## src/rtl/wb_arbiter_pkg.sv

```systemverilog
// Shared defaults and types for the register-file write-back arbiter.
package wb_arbiter_pkg;

  localparam int unsigned WORD_WIDTH_DEFAULT  = 32;
  localparam int unsigned REG_NUM_LOG_DEFAULT = 5;
  localparam int unsigned WB_STARVE_LIMIT     = 3;

  typedef enum logic [1:0] {
    GRANT_NONE,
    GRANT_ALU,
    GRANT_MEM
  } grant_e;

endpackage

```

## src/rtl/wb_slot.sv

```systemverilog
// One-entry write-back holding buffer with valid/ready handshake and relative-age tracking.
module wb_slot #(
  parameter int unsigned WORD_WIDTH  = 32,
  parameter int unsigned REG_NUM_LOG = 5
) (
  input  logic                   clk,
  input  logic                   rst,
  input  logic                   valid,
  input  logic [REG_NUM_LOG-1:0] offer_addr,
  input  logic [WORD_WIDTH-1:0]  offer_value,
  input  logic                   grant,
  input  logic                   other_hold,
  input  logic                   other_load,
  input  logic                   wins_tie,
  output logic                   ready,
  output logic                   load,
  output logic                   full,
  output logic [REG_NUM_LOG-1:0] addr,
  output logic [WORD_WIDTH-1:0]  value,
  output logic                   younger
);

  assign ready = !rst && (!full || grant);
  // Writes to register 0 complete the handshake but never occupy the slot.
  assign load  = valid && ready && (offer_addr != '0);

  always_ff @(posedge clk) begin
    if (rst) begin
      full    <= 1'b0;
      addr    <= '0;
      value   <= '0;
      younger <= 1'b0;
    end else if (load) begin
      full    <= 1'b1;
      addr    <= offer_addr;
      value   <= offer_value;
      // Younger if the other entry survives this edge, or both load and we lose the tie.
      younger <= other_hold || (other_load && !wins_tie);
    end else begin
      if (grant) full <= 1'b0;
      if (other_load) younger <= 1'b0;
    end
  end

endmodule

```

## src/rtl/wb_arbiter.sv

```systemverilog
// Arbitrates ALU and MEM write-back results onto the single RegFile write port and
// forwards buffered, not-yet-written values to operand read.
module wb_arbiter
  import wb_arbiter_pkg::*;
#(
  parameter int unsigned WORD_WIDTH   = WORD_WIDTH_DEFAULT,
  parameter int unsigned REG_NUM_LOG  = REG_NUM_LOG_DEFAULT,
  parameter int unsigned STARVE_LIMIT = WB_STARVE_LIMIT
) (
  input  logic                   clk,
  input  logic                   rst,
  input  logic                   aluValid,
  output logic                   aluReady,
  input  logic [REG_NUM_LOG-1:0] aluAddr,
  input  logic [WORD_WIDTH-1:0]  aluValue,
  input  logic                   memValid,
  output logic                   memReady,
  input  logic [REG_NUM_LOG-1:0] memAddr,
  input  logic [WORD_WIDTH-1:0]  memValue,
  output logic                   writeEnable,
  output logic [REG_NUM_LOG-1:0] writeAddr,
  output logic [WORD_WIDTH-1:0]  writeValue,
  input  logic [REG_NUM_LOG-1:0] queryAddr,
  output logic                   queryHit,
  output logic [WORD_WIDTH-1:0]  queryValue
);

  localparam int unsigned STARVE_W = $clog2(STARVE_LIMIT + 1);

  grant_e                 grant;
  logic                   alu_load, alu_full, alu_younger;
  logic                   mem_load, mem_full, mem_younger;
  logic [REG_NUM_LOG-1:0] alu_addr, mem_addr;
  logic [WORD_WIDTH-1:0]  alu_value, mem_value;
  logic                   alu_grant, mem_grant;
  logic                   alu_hit, mem_hit;
  logic [STARVE_W-1:0]    starve;

  assign alu_grant = (grant == GRANT_ALU);
  assign mem_grant = (grant == GRANT_MEM);

  wb_slot #(.WORD_WIDTH(WORD_WIDTH), .REG_NUM_LOG(REG_NUM_LOG)) u_alu_slot (
    .clk         (clk),
    .rst         (rst),
    .valid       (aluValid),
    .offer_addr  (aluAddr),
    .offer_value (aluValue),
    .grant       (alu_grant),
    .other_hold  (mem_full && !mem_grant),
    .other_load  (mem_load),
    .wins_tie    (1'b0),
    .ready       (aluReady),
    .load        (alu_load),
    .full        (alu_full),
    .addr        (alu_addr),
    .value       (alu_value),
    .younger     (alu_younger)
  );

  wb_slot #(.WORD_WIDTH(WORD_WIDTH), .REG_NUM_LOG(REG_NUM_LOG)) u_mem_slot (
    .clk         (clk),
    .rst         (rst),
    .valid       (memValid),
    .offer_addr  (memAddr),
    .offer_value (memValue),
    .grant       (mem_grant),
    .other_hold  (alu_full && !alu_grant),
    .other_load  (alu_load),
    .wins_tie    (1'b1),
    .ready       (memReady),
    .load        (mem_load),
    .full        (mem_full),
    .addr        (mem_addr),
    .value       (mem_value),
    .younger     (mem_younger)
  );

  always_comb begin
    grant = GRANT_NONE;
    if (!rst) begin
      if (alu_full && mem_full) begin
        if (alu_addr == mem_addr)
          grant = alu_younger ? GRANT_MEM : GRANT_ALU;
        else if (starve == STARVE_W'(STARVE_LIMIT))
          grant = GRANT_ALU;
        else
          grant = GRANT_MEM;
      end else if (alu_full) begin
        grant = GRANT_ALU;
      end else if (mem_full) begin
        grant = GRANT_MEM;
      end
    end
  end

  always_ff @(posedge clk) begin
    if (rst) begin
      starve <= '0;
    end else if (alu_full && !alu_grant) begin
      if (starve != STARVE_W'(STARVE_LIMIT)) starve <= starve + STARVE_W'(1);
    end else begin
      starve <= '0;
    end
  end

  always_comb begin
    writeEnable = 1'b0;
    writeAddr   = '0;
    writeValue  = '0;
    case (grant)
      GRANT_ALU: begin
        writeEnable = 1'b1;
        writeAddr   = alu_addr;
        writeValue  = alu_value;
      end
      GRANT_MEM: begin
        writeEnable = 1'b1;
        writeAddr   = mem_addr;
        writeValue  = mem_value;
      end
      default: ;
    endcase
  end

  assign alu_hit  = !rst && alu_full && (alu_addr == queryAddr) && (queryAddr != '0);
  assign mem_hit  = !rst && mem_full && (mem_addr == queryAddr) && (queryAddr != '0);
  assign queryHit = alu_hit || mem_hit;

  // On a double hit the younger entry holds the architecturally newest value.
  always_comb begin
    queryValue = '0;
    if (alu_hit && mem_hit)
      queryValue = alu_younger ? alu_value : mem_value;
    else if (alu_hit)
      queryValue = alu_value;
    else if (mem_hit)
      queryValue = mem_value;
  end

endmodule
```

## config.mk

```make
export PLATFORM = sky130hd
export DESIGN_NAME = wb_arbiter
export DESIGN_NICKNAME = d
export VERILOG_FILES = /design/src/rtl/wb_arbiter_pkg.sv /design/src/rtl/wb_slot.sv /design/src/rtl/wb_arbiter.sv
export SDC_FILE = /design/constraint.sdc
export NUM_CORES = 1
export LEC_CHECK = 0
export CAP_MARGIN = 25
export CORE_MARGIN = 4
export CORE_UTILIZATION = 44
export CTS_BUF_LIST = sky130_fd_sc_hd__clkbuf_16
export CTS_CLUSTER_DIAMETER = 40
export DETAILED_ROUTE_END_ITERATION = 8
export PLACE_DENSITY = 0.81
export SYNTH_ARGS = -nofsm -noshare
export SYNTH_HDL_FRONTEND = slang
export SYNTH_SLANG_ARGS = --single-unit
```

## constraint.sdc

```tcl
create_clock -name clk -period 3.05 [get_ports clk]
set_clock_uncertainty 0.15 [all_clocks]
set_input_delay 0.61 -clock clk [delete_from_list [all_inputs] [get_ports clk]]
set_output_delay 0.61 -clock clk [all_outputs]
set_load 0.05 [all_outputs]
```

==> results_dict.tcl, run 1 <==
set metrics [dict create \
    p_leak_nw 3.05 \
    yosysWarnings 0 \
    use_met3_pct 9.27 \
    min_period_over_period_pct 129 \
    cts-root-buf "clkbuf_16" \
    clock_latency_ns 0.35 \
    synth_top_area_share_pct 39.8 \
    dp_hpwl_um 10600 \
    busiest_layer "met2" \
    clock-sinks 79 \
    rsz0062_at_grt "yes" \
    cts-htree-levels 3 \
    power_mw 3.15 \
    hold_depth 2 \
    clkTransAtPathRegs_ns 0.06 \
    viasPerCell 6.85 \
    detail_route.wl_per_cell_um 30.4 \
    gr-total-overflow 0 \
    power.density_nw_per_um2 385 \
    r2r_start "u_mem_slot.addr[2]" \
    start_util_pct 45.3 \
    layout_commonest_cell "nand2_1" \
    netlist_area_um2 3970 \
    path_common_cell "buf_12" \
    path_delay_family "XOR/XNOR gates" \
    grt_use_met2_pct 57.8 \
    slowest_delay_ns 0.64 \
    min_path_type "reg2reg" \
    maxSlewViolCount 0 \
    n_fill_cell 240 \
    dr.pass1.iters 6 \
    postSynthAreaPerCell_um2 7.77 \
    die_w_um 103 \
    tritoncts "built" \
    core-area_um2 8760 \
    synthArstFlopShare_pct 0 \
    vdd_drop_max_mv 0.346 \
    drc 0 \
    mostFrequentLayoutCells "nand2_1 (142), buf_12 (82), clkdlybuf4s50_1 (76), a21oi_1 (70), dfxtp_1 (70)" \
    critPathSlowestCell "xnor2_1" \
    start_kind "register" \
    ys_types 39 \
    synth_fp_nets 597 \
    grt_max_degree 80 \
    antenna_found_initial 1 \
    max_slew.worst_pin.slew_ns 0.952 \
    synth_area_leaders "dfxtp_1 (40%), nand2_1 (13%), a21oi_1 (9.1%), a22oi_1 (7.8%), a22o_1 (6.8%)" \
    synth_edf_count 0 \
    worst-path-stages 10 \
    cts_made_buffers 9 \
    nNetsFinal 798 \
    status "complete, but fails checks" \
    use_met1_pct 40.5 \
    area_growth_pct 106 \
    required_ns 2.29 \
    yosysSeqAreaShare_pct 39.8 \
    syn_inst 511 \
    numPortBuffers 155 \
    r2r_cells 11 \
    die_area_um2 10600 \
    synth_top_area_cell "dfxtp_1" \
    ys_seq_elements 79 \
    fmax_mhz 255 \
    rr_endpoint "u_mem_slot.value[2]" \
    hold_viol 0 \
    die_y_um 103 \
    critPathLaunch "u_mem_slot.addr[2]" \
    rrSetupSlack_ns -0.76 \
    path_max_fanout 5 \
    clockBufferDepth 2 \
    place_congestion 0.859 \
    slew_headroom_pct 36.5 \
    maxCapViolCount 0 \
    row_count 34 \
    fin_ws_ns -0.874 \
    min_from "u_mem_slot.value[23]" \
    timing.hold.ws_ns 0.351 \
    ys.flop_type "dfxtp_1" \
    crit_chain "xnor2_1 > nand3_2 > mux2i_4 > a21o_1 > ha_4 > buf_12 > clkbuf_16 > a22oi_2 > nor2_2 > buf_12" \
    crit_type "reg2out" \
    vias 5656 \
    period_minus_slack_ns 3.92 \
    grt_use_total_pct 34.4 \
    cp_data_arrival_time_ns 3.16 \
    grt_pass1_vias 5088 \
    finalSetupViolCount 149 \
    grt_pass1_wl_um 27800 \
    dr.first_iter.drc_count 626 \
    drive_above_1_share_pct 44.5 \
    endpoint_kind "primary output" \
    wirelength_um 25100 \
    path_buf_inv 3 \
    antenna_left 0 \
    violations "setup timing" \
    ioPinCount 156 \
    whs_endpoint "u_mem_slot.value[23]" \
]
-- synth_stat cells, types with 2 or more instances --
library cell and n:
or4_4 4, a21oi_1 72, dfxtp_1 79, a22oi_1 41, nand2_1 142, inv_1 3
nor2_4 3, buf_4 2, clkbuf_1 22, xnor2_1 10, mux2i_1 2, a22o_1 31
nand4_1 2, ha_1 3, a21o_1 2, nor2_1 46, nor3_1 4, buf_6 9
xor2_1 6, buf_2 7, nor2b_1 2, nand2b_4 2
-- area by class of cell --
type,count,area (um2),share of cell area (%)
Antenna cell,1,2.50,0.0305
Clock buffer,9,225,2.75
Clock inverter,7,78.8,0.962
Inverter,3,11.3,0.137
Multi-Input combinational cell,389,2930,35.8
Sequential cell,79,1590,19.4
Tap cell,108,135,1.65
Timing Repair Buffer,230,3220,39.3
-- repair_timing --
item | CTS | global route
gates cloned | 5 | 4
endpoints found under the setup margin | 106 | 133
gates resized for setup | 113 | 84
pin swaps | 48 | 57
buffers inserted | 22 | 13
hold buffers | 0 | 0
-- tightest hold or removal path: stages (launching register included) --
cell     delay [ns]
dfxtp_1        0.33
nand2_1        0.07
a21oi_1        0.06
-- per-layer routing --
metal / wire length (um) / vias to the layer above
li1: - / 2183
met1: 8140 / 2652
met2: 11400 / 604
met3: 3440 / 217
met4: 2180 / 0
met5: 0 / -
-- cell families after synthesis --
logic type	count (synthesis)	share of synthesized area, %
simple gates	213	23.4
compound gates	153	25.3
flops	79	39.8
buf+inv	44	6.27
xor+xnor	16	3.53
mux	3	0.788
fa+ha+maj	3	0.945
-- flip-flops by register name (all words and copies together) (netlist names) --
| register | count |
|---|---|
| u_alu_slot.younger | 1 |
| u_mem_slot.addr | 5 |
| u_mem_slot.value | 32 |
| u_alu_slot.value | 32 |
| u_alu_slot.addr | 5 |
| u_mem_slot.full | 1 |
| u_alu_slot.full | 1 |
| starve | 2 |
-- through the flow --
step	instance area, um2	std cells	utilization (%)	setup TNS, ns	setup slack [ns]
finish	8200	826	93.5	-75.89	-0.874
global placement	6660	774	75.9	-21.94	-0.717
global route	8200	826	93.5	-81.29	-0.921
detailed placement	6660	774	75.9	-26.85	-0.810
CTS	7640	812	87.2	-16.44	-0.261
floorplan	4090	511	-	-3.82	-0.155
-- worst max path at each step --
| stage | to | slack [ns] |
|---|---|---|
| after CTS | writeValue[17] | -0.26 |
| after floorplan | writeAddr[0] | -0.15 |
| after detailed placement | queryValue[31] | -0.81 |
| final | writeValue[18] | -0.87 |
| after global placement | queryValue[31] | -0.72 |
| after global routing | writeAddr[3] | -0.92 |
-- power breakdown --
part	internal [mW]	switching (mW)
Sequential	1.09	0.0793
Clock	0.646	0.506
Combinational	0.367	0.466
Total	2.10	1.05
Power figures use the tool's default switching activity.
==> run 2, diff against run 1 <==
--- a/config.mk
+++ b/config.mk
@@ -5,8 +5,9 @@
 export SDC_FILE = /design/constraint.sdc
 export NUM_CORES = 1
 export LEC_CHECK = 0
+export ABC_AREA = 0
 export CAP_MARGIN = 25
-export CORE_MARGIN = 4
+export CORE_MARGIN = 8
 export CORE_UTILIZATION = 44
 export CTS_BUF_LIST = sky130_fd_sc_hd__clkbuf_16
 export CTS_CLUSTER_DIAMETER = 40
==> run 2 against run 1 <==
  * The flow now stops in global routing
  * Synthesized cell count unchanged
  * Area after synthesis unchanged
==> results_dict.tcl, run 2 <==
set metrics [dict create \
    synth_area_leaders "dfxtp_1 (40%), nand2_1 (13%), a21oi_1 (9.1%), a22oi_1 (7.8%), a22o_1 (6.8%)" \
    grt_max_degree 80 \
    die_y_um 111 \
    cts-root-buf "clkbuf_16" \
    row_count 34 \
    worst_endpoint "writeValue[21]" \
    cts-htree-levels 3 \
    antenna_found_initial 1 \
    cts_hold_buf 0 \
    place_congestion 0.906 \
    yosys-top-cells-count "nand2_1 (142), dfxtp_1 (79), a21oi_1 (72)" \
    yosysSeqAreaShare_pct 39.8 \
    dpl_worst_slack_ns -0.736 \
    synth_edf_count 0 \
    worst-ep-kind "primary output" \
    synthArstFlopShare_pct 0 \
    synth_top_area_share_pct 39.8 \
    yosysMostFrequentCell "nand2_1" \
    yosysWarnings 0 \
    clock-sinks 79 \
    cts_made_buffers 9 \
    start_util_pct 45.5 \
    synth_fp_nets 597 \
    failed_stage "global routing" \
    netlist_area_um2 3970 \
    error "[ERROR DPL-0033] detailed placement checks failed during check placement." \
    numPortBuffers 155 \
    synth_top_area_cell "dfxtp_1" \
    placedCellCount 775 \
    ys.flop_type "dfxtp_1" \
    syn_inst 511 \
    dp_hpwl_um 11200 \
    ys_types 39 \
    ys_seq_elements 79 \
    ioPinCount 156 \
    die_w_um 111 \
    postSynthAreaPerCell_um2 7.77 \
    clockBufferDepth 2 \
    status "aborted with a tool error" \
]
run 2: cell counts after synthesis:
Identical to the previous run, type by type.
run 2: cell families after synthesis:
group                    share of synthesized area, %
AND/OR/NAND/NOR                                  23.4
AO/OA/AOI/OAI                                    25.3
flip-flops                                       39.8
buffers and inverters                            6.27
XOR/XNOR                                         3.53
multiplexers                                    0.788
adder cells (fa/ha/maj)                         0.945
run 2: repair_timing:
item,in CTS
buffers inserted,20
setup endpoints to repair,102
hold endpoints to repair,0
gates cloned,6
pin swaps,33
gates resized for setup,137
run 2: per-stage QoR:
stage               utilization (%)  cell area [um2]  setup TNS [ns]
CTS                            89.6             7820          -11.94
detailed placement             76.2             6650          -23.81
global placement               76.2             6650          -20.56
floorplan                         -             4090           -3.82
==> run 3, diff against run 2 <==
--- a/config.mk
+++ b/config.mk
@@ -8,11 +8,9 @@
 export ABC_AREA = 0
 export CAP_MARGIN = 25
 export CORE_MARGIN = 8
-export CORE_UTILIZATION = 44
-export CTS_BUF_LIST = sky130_fd_sc_hd__clkbuf_16
-export CTS_CLUSTER_DIAMETER = 40
+export CORE_UTILIZATION = 40
 export DETAILED_ROUTE_END_ITERATION = 8
-export PLACE_DENSITY = 0.81
+export PLACE_DENSITY_LB_ADDON = 0.15
 export SYNTH_ARGS = -nofsm -noshare
 export SYNTH_HDL_FRONTEND = slang
 export SYNTH_SLANG_ARGS = --single-unit
==> run 3 against run 2 <==
  * The flow now finishes, with violations (setup timing)
==> results_dict.tcl, run 3 (same netlist as run 1, synthesis figures left out) <==
set metrics [dict create \
    status "complete, but fails checks" \
    violations "setup timing" \
    finalNonFillerCells 846 \
    dpl_cell_area_um2 6630 \
    slew_headroom_pct 43.2 \
    power_mw 2.90 \
    slowest_delay_ns 0.36 \
    wirelength_um 20200 \
    max_slew.worst_pin.slew_ns 0.851 \
    rsz0062_at_grt "yes" \
    period_minus_slack_ns 3.41 \
    die_w_um 116 \
    antenna_left 0 \
    crit_path_end "writeValue[20]" \
    tritoncts "built" \
    clock_latency_ns 0.36 \
    gr-total-overflow 0 \
    r2r_start "u_alu_slot.addr[0]" \
    n_antenna_cell 0 \
    core-area_um2 9730 \
    hold_viol 0 \
    start_util_pct 40.8 \
    cts_hold_buf 0 \
    maxSlewViolCount 0 \
    grt_pass1_wl_um 27000 \
    path_buf_inv 2 \
    finalSetupViolCount 102 \
    r2r_cells 13 \
    fmax_mhz 293 \
    die_area_um2 13400 \
    grt_pass1_vias 4950 \
    row_count 36 \
    top_regs "u_alu_slot.value (32), u_mem_slot.value (32)" \
    required_ns 2.29 \
    antenna_found_initial 0 \
    fin_ws_ns -0.364 \
    cts-htree-levels 3 \
    placedCellCount 792 \
    nNetsFinal 795 \
    detail_route.wl_per_cell_um 23.9 \
    layout_commonest_cell "nand2_1" \
    crit_type "reg2out" \
    rr_endpoint "u_alu_slot.value[9]" \
    power.density_nw_per_um2 355 \
    min_from "u_alu_slot.value[20]" \
    grt_max_degree 79 \
    viasPerCell 5.87 \
    path_delay_family "simple AND/OR/NAND/NOR gates" \
    worst-path-stages 10 \
    drive_above_1_share_pct 43.6 \
    p_leak_nw 3.00 \
    die_y_um 116 \
    clock-sinks 79 \
    ioPinCount 156 \
    start_kind "register" \
    rrSetupSlack_ns -0.30 \
    vias 4968 \
    critPathSlowestCell "mux2_4" \
    endpoint_kind "primary output" \
    drc 0 \
    area_growth_pct 106 \
    min_path_type "reg2reg" \
    mostFrequentLayoutCells "nand2_1 (141), buf_12 (87), clkdlybuf4s50_1 (76), dfxtp_1 (72), a21oi_1 (70)" \
    final_area_um2 8170 \
    path_max_fanout 14 \
    dp_hpwl_um 10700 \
    cts-root-buf "clkbuf_8" \
    clkTransAtPathRegs_ns 0.08 \
    numPortBuffers 155 \
    dr.first_iter.drc_count 454 \
    min_period_over_period_pct 112 \
    cp_data_arrival_time_ns 2.65 \
    clockBufferDepth 2 \
    cts_made_buffers 9 \
    grt_use_total_pct 26.1 \
    place_congestion 0.837 \
    dr.pass1.iters 5 \
    vdd_drop_max_mv 0.222 \
    critPathLaunch "u_alu_slot.addr[0]" \
    crit_chain "xor2_2 > nor3_2 > nand3_2 > mux2_4 > a21o_1 > ha_4 > buf_6 > a22oi_2 > nor2_2 > buf_12" \
    maxCapViolCount 0 \
]
[run 3: routing by layer]
layer | GRT usage [%] | up-vias | routed length, um
li1 | - | 2165 | -
met1 | 29.3 | 2446 | 7630
met2 | 45.2 | 299 | 10000
met3 | 8.75 | 58 | 1880
met4 | 9.59 | 0 | 687
met5 | 0 | - | 0
[run 3: timing repair]
item	4_1_cts	5_1_grt
gates cloned	9	4
pin swaps	43	49
buffers inserted	18	15
resized for setup	113	80
endpoints found under the setup margin	135	140
[run 3: report_power, final]
part           switching, mW  internal, mW  leakage (nW)
Combinational          0.407         0.354          2.24
Sequential            0.0688          1.09         0.647
Clock                  0.419         0.564         0.119
[run 3: how the worst min path moves through the flow]
stage	cells after the start	end
finish	2	u_alu_slot.value[20]
global route	2	u_alu_slot.value[20]
CTS	2	u_alu_slot.value[28]
detailed placement	2	u_mem_slot.value[22]
global placement	2	u_alu_slot.value[14]
floorplan	2	u_mem_slot.value[8]
[run 3: layout make-up]
type                       count  area [um2]
clock buffer                  10         138
clock inverter                 5         106
fill                         521        1560
inverter                       3        11.3
multi-input combinational    392        2950
sequential                    79        1590
tap                          133         166
timing repair buffer         224        3200
[run 3: worst reg2reg max path, cell delays in order (launching register included)]
cell and delay, ns:
dfxtp_2 0.35, xor2_2 0.18, nor3_2 0.23, nand3_2 0.14, mux2i_1 0.19, a21oi_2 0.23
ha_4 0.25, buf_4 0.14, nor2b_2 0.04, nor3b_2 0.48, o21a_2 0.38, buf_12 0.23
nand2_1 0.10, a21oi_1 0.18
[run 3: stage by stage]
stage	setup TNS [ns]	worst slack [ns]	hold WS [ns]	util, %
2_1_floorplan	-3.82	-0.155	0.294	-
3_3_place_gp	-22.60	-0.745	0.306	68.2
3_5_place_dp	-23.73	-0.781	0.313	68.2
4_1_cts	-17.07	-0.332	0.326	78.5
5_1_grt	-33.62	-0.425	0.363	83.9
6_report	-27.62	-0.364	0.340	83.9
==> run 4, diff against run 3 <==
--- a/config.mk
+++ b/config.mk
@@ -10,6 +10,7 @@
 export CORE_MARGIN = 8
 export CORE_UTILIZATION = 40
 export DETAILED_ROUTE_END_ITERATION = 8
+export GPL_TIMING_DRIVEN = 0
 export PLACE_DENSITY_LB_ADDON = 0.15
 export SYNTH_ARGS = -nofsm -noshare
 export SYNTH_HDL_FRONTEND = slang
==> run 4 against run 3 <==
  * The run still ends with setup timing left
  * Via count decreased by 7.2%
  * Combinational power is 4.6% lower
  * Cell count decreased by 0.12%
  * Fmax shrank 1.3%
  * Clock power fell by 26%
  * Highest routed layer unchanged
==> results_dict.tcl, run 4 (same netlist as run 1, synthesis figures left out) <==
set metrics [dict create \
    status "complete, but fails checks" \
    violations "setup timing" \
    place_congestion 0.838 \
    slew_headroom_pct 61.0 \
    grt_pass1_vias 4643 \
    tritoncts "built" \
    ioPinCount 156 \
    fin_ws_ns -0.409 \
    hold_depth 2 \
    min_from "u_mem_slot.value[20]" \
    p_leak_nw 2.54 \
    dr.first_iter.drc_count 353 \
    die_y_um 116 \
    final.setup.tns_ns -19.07 \
    clockBufferDepth 2 \
    max_slew.worst_pin.slew_ns 0.585 \
    seq_area_um2 1600 \
    grt_pass1_wl_um 24100 \
    dp_hpwl_um 11000 \
    finalSetupViolCount 72 \
    start_kind "register" \
    die_area_um2 13400 \
    min_path_type "reg2reg" \
    antenna_found_initial 0 \
    crit_chain "xor2_1 > nor3_1 > nand3_1 > mux2_4 > a21o_1 > ha_4 > clkbuf_16 > clkbuf_16 > nor2_4 > buf_6" \
    dr.pass1.iters 5 \
    detail_route.wl_per_cell_um 19.4 \
    die_w_um 116 \
    r2r_cells 12 \
    clkTransAtPathRegs_ns 0.09 \
    vias 4610 \
    nNetsFinal 793 \
    fmax_mhz 289 \
    path_common_cell "clkbuf_16" \
    critPathSlowestCell "dfxtp_4" \
    viasPerCell 5.46 \
    grt_use_total_pct 23.2 \
    clock_latency_ns 0.36 \
    path_buf_inv 3 \
    maxCapViolCount 0 \
    top_regs "u_alu_slot.value (32), u_mem_slot.value (32)" \
    crit_type "reg2out" \
    cp_data_arrival_time_ns 2.70 \
    critPathLaunch "u_alu_slot.addr[3]" \
    n_antenna_cell 0 \
    drc 0 \
    start_util_pct 40.8 \
    grt_max_degree 14 \
    cts_made_buffers 9 \
    hold_viol 0 \
    multi_input_area_um2 2590 \
    required_ns 2.29 \
    slowest_delay_ns 0.36 \
    antenna_left 0 \
    maxSlewViolCount 0 \
    row_count 36 \
    path_max_fanout 7 \
    vdd_drop_max_mv 0.218 \
    post-route-util_pct 72.2 \
    worst-path-stages 10 \
    mostFrequentLayoutCells "nand2_1 (142), buf_6 (78), clkdlybuf4s50_1 (76), dfxtp_1 (71), a21oi_1 (70)" \
    wirelength_um 16400 \
    cts-htree-levels 3 \
    rsz0062_at_grt "yes" \
    cts-root-buf "clkbuf_8" \
    endpoint_kind "primary output" \
    core-area_um2 9730 \
    r2r_start "u_alu_slot.addr[3]" \
    layout_commonest_cell "nand2_1" \
    gr-total-overflow 0 \
    drive_above_1_share_pct 35.0 \
    power.density_nw_per_um2 370 \
    power_mw 2.59 \
    area_growth_pct 76.8 \
    numPortBuffers 154 \
    period_minus_slack_ns 3.46 \
    clock-sinks 79 \
    min_period_over_period_pct 113 \
    path_delay_family "buffers and inverters" \
    n_fill_cell 761 \
]
## run 4: cell types whose count changed in the layout (fill, tap and decap cells not counted), sizes merged
cell           delta
clkbuf           +16
o21ai             -2
buf              -14
nor2              -2
clkdlybuf4s15     +2
clkinvlp          +2
bufinv            -3
## run 4: per-layer routing
| metal | up-vias | GRT usage [%] | share of wire [%] |
|---|---|---|---|
| met4 | 0 | 9.42 | 3.0 |
| met1 | 2175 | 27.0 | 39 |
| li1 | 2164 | - | - |
| met3 | 41 | 6.04 | 9.5 |
| met2 | 230 | 39.7 | 48 |
| met5 | - | 0 | 0 |
## run 4: path summary, 6_finish.rpt
path	to	slack, ns
worst max-delay path	writeValue[6]	-0.41
worst min-delay path	u_mem_slot.value[20]	0.33
worst max register to register	u_mem_slot.addr[3]	0.03
worst min register to register	u_mem_slot.value[20]	0.33
## run 4: where the power goes
part,internal (mW),switching [mW],total (mW)
logic,0.347,0.379,0.726
clock network,0.320,0.405,0.725
registers,1.09,0.0581,1.14
## run 4: area by class of cell
| cell class | instances | share of cell area [%] |
|---|---|---|
| multi-input cells | 388 | 37.0 |
| plain buffers | 40 | 6.15 |
| clock buffers | 12 | 2.07 |
| inverters | 3 | 0.196 |
| clock inverters | 4 | 0.446 |
| repair buffers | 186 | 29.0 |
| well taps | 133 | 2.37 |
| flip-flops and latches | 79 | 22.8 |
## run 4: timing repair
action | CTS | global route
pin swaps | 22 | 65
gates resized for setup | 597 | 104
hold buffers | 0 | 0
setup buffers | 10 | 11
gates cloned | 6 | 5
endpoints found under the setup margin | 139 | 147
## run 4: worst reg2reg max path, stage by stage (launching register included)
cell and delay, ns:
dfxtp_4 0.36, xor2_1 0.14, nor3_1 0.20, nand3_1 0.17, mux2_4 0.36, a21oi_4 0.18, ha_4 0.18, nor2b_1 0.08
nor2_1 0.39, o21ai_4 0.24, buf_6 0.21, a22oi_1 0.16, nor2_1 0.06
## run 4: metrics by stage
stage	setup slack [ns]	hold WS (ns)	instances	cell area, um2
4_1_cts	-0.380	0.325	830	6510
3_5_place_dp	-1.15	0.313	798	5800
3_3_place_gp	-1.11	0.306	798	5800
2_1_floorplan	-0.155	0.294	511	4090
6_report	-0.409	0.330	845	7020
5_1_grt	-0.514	0.353	845	7020
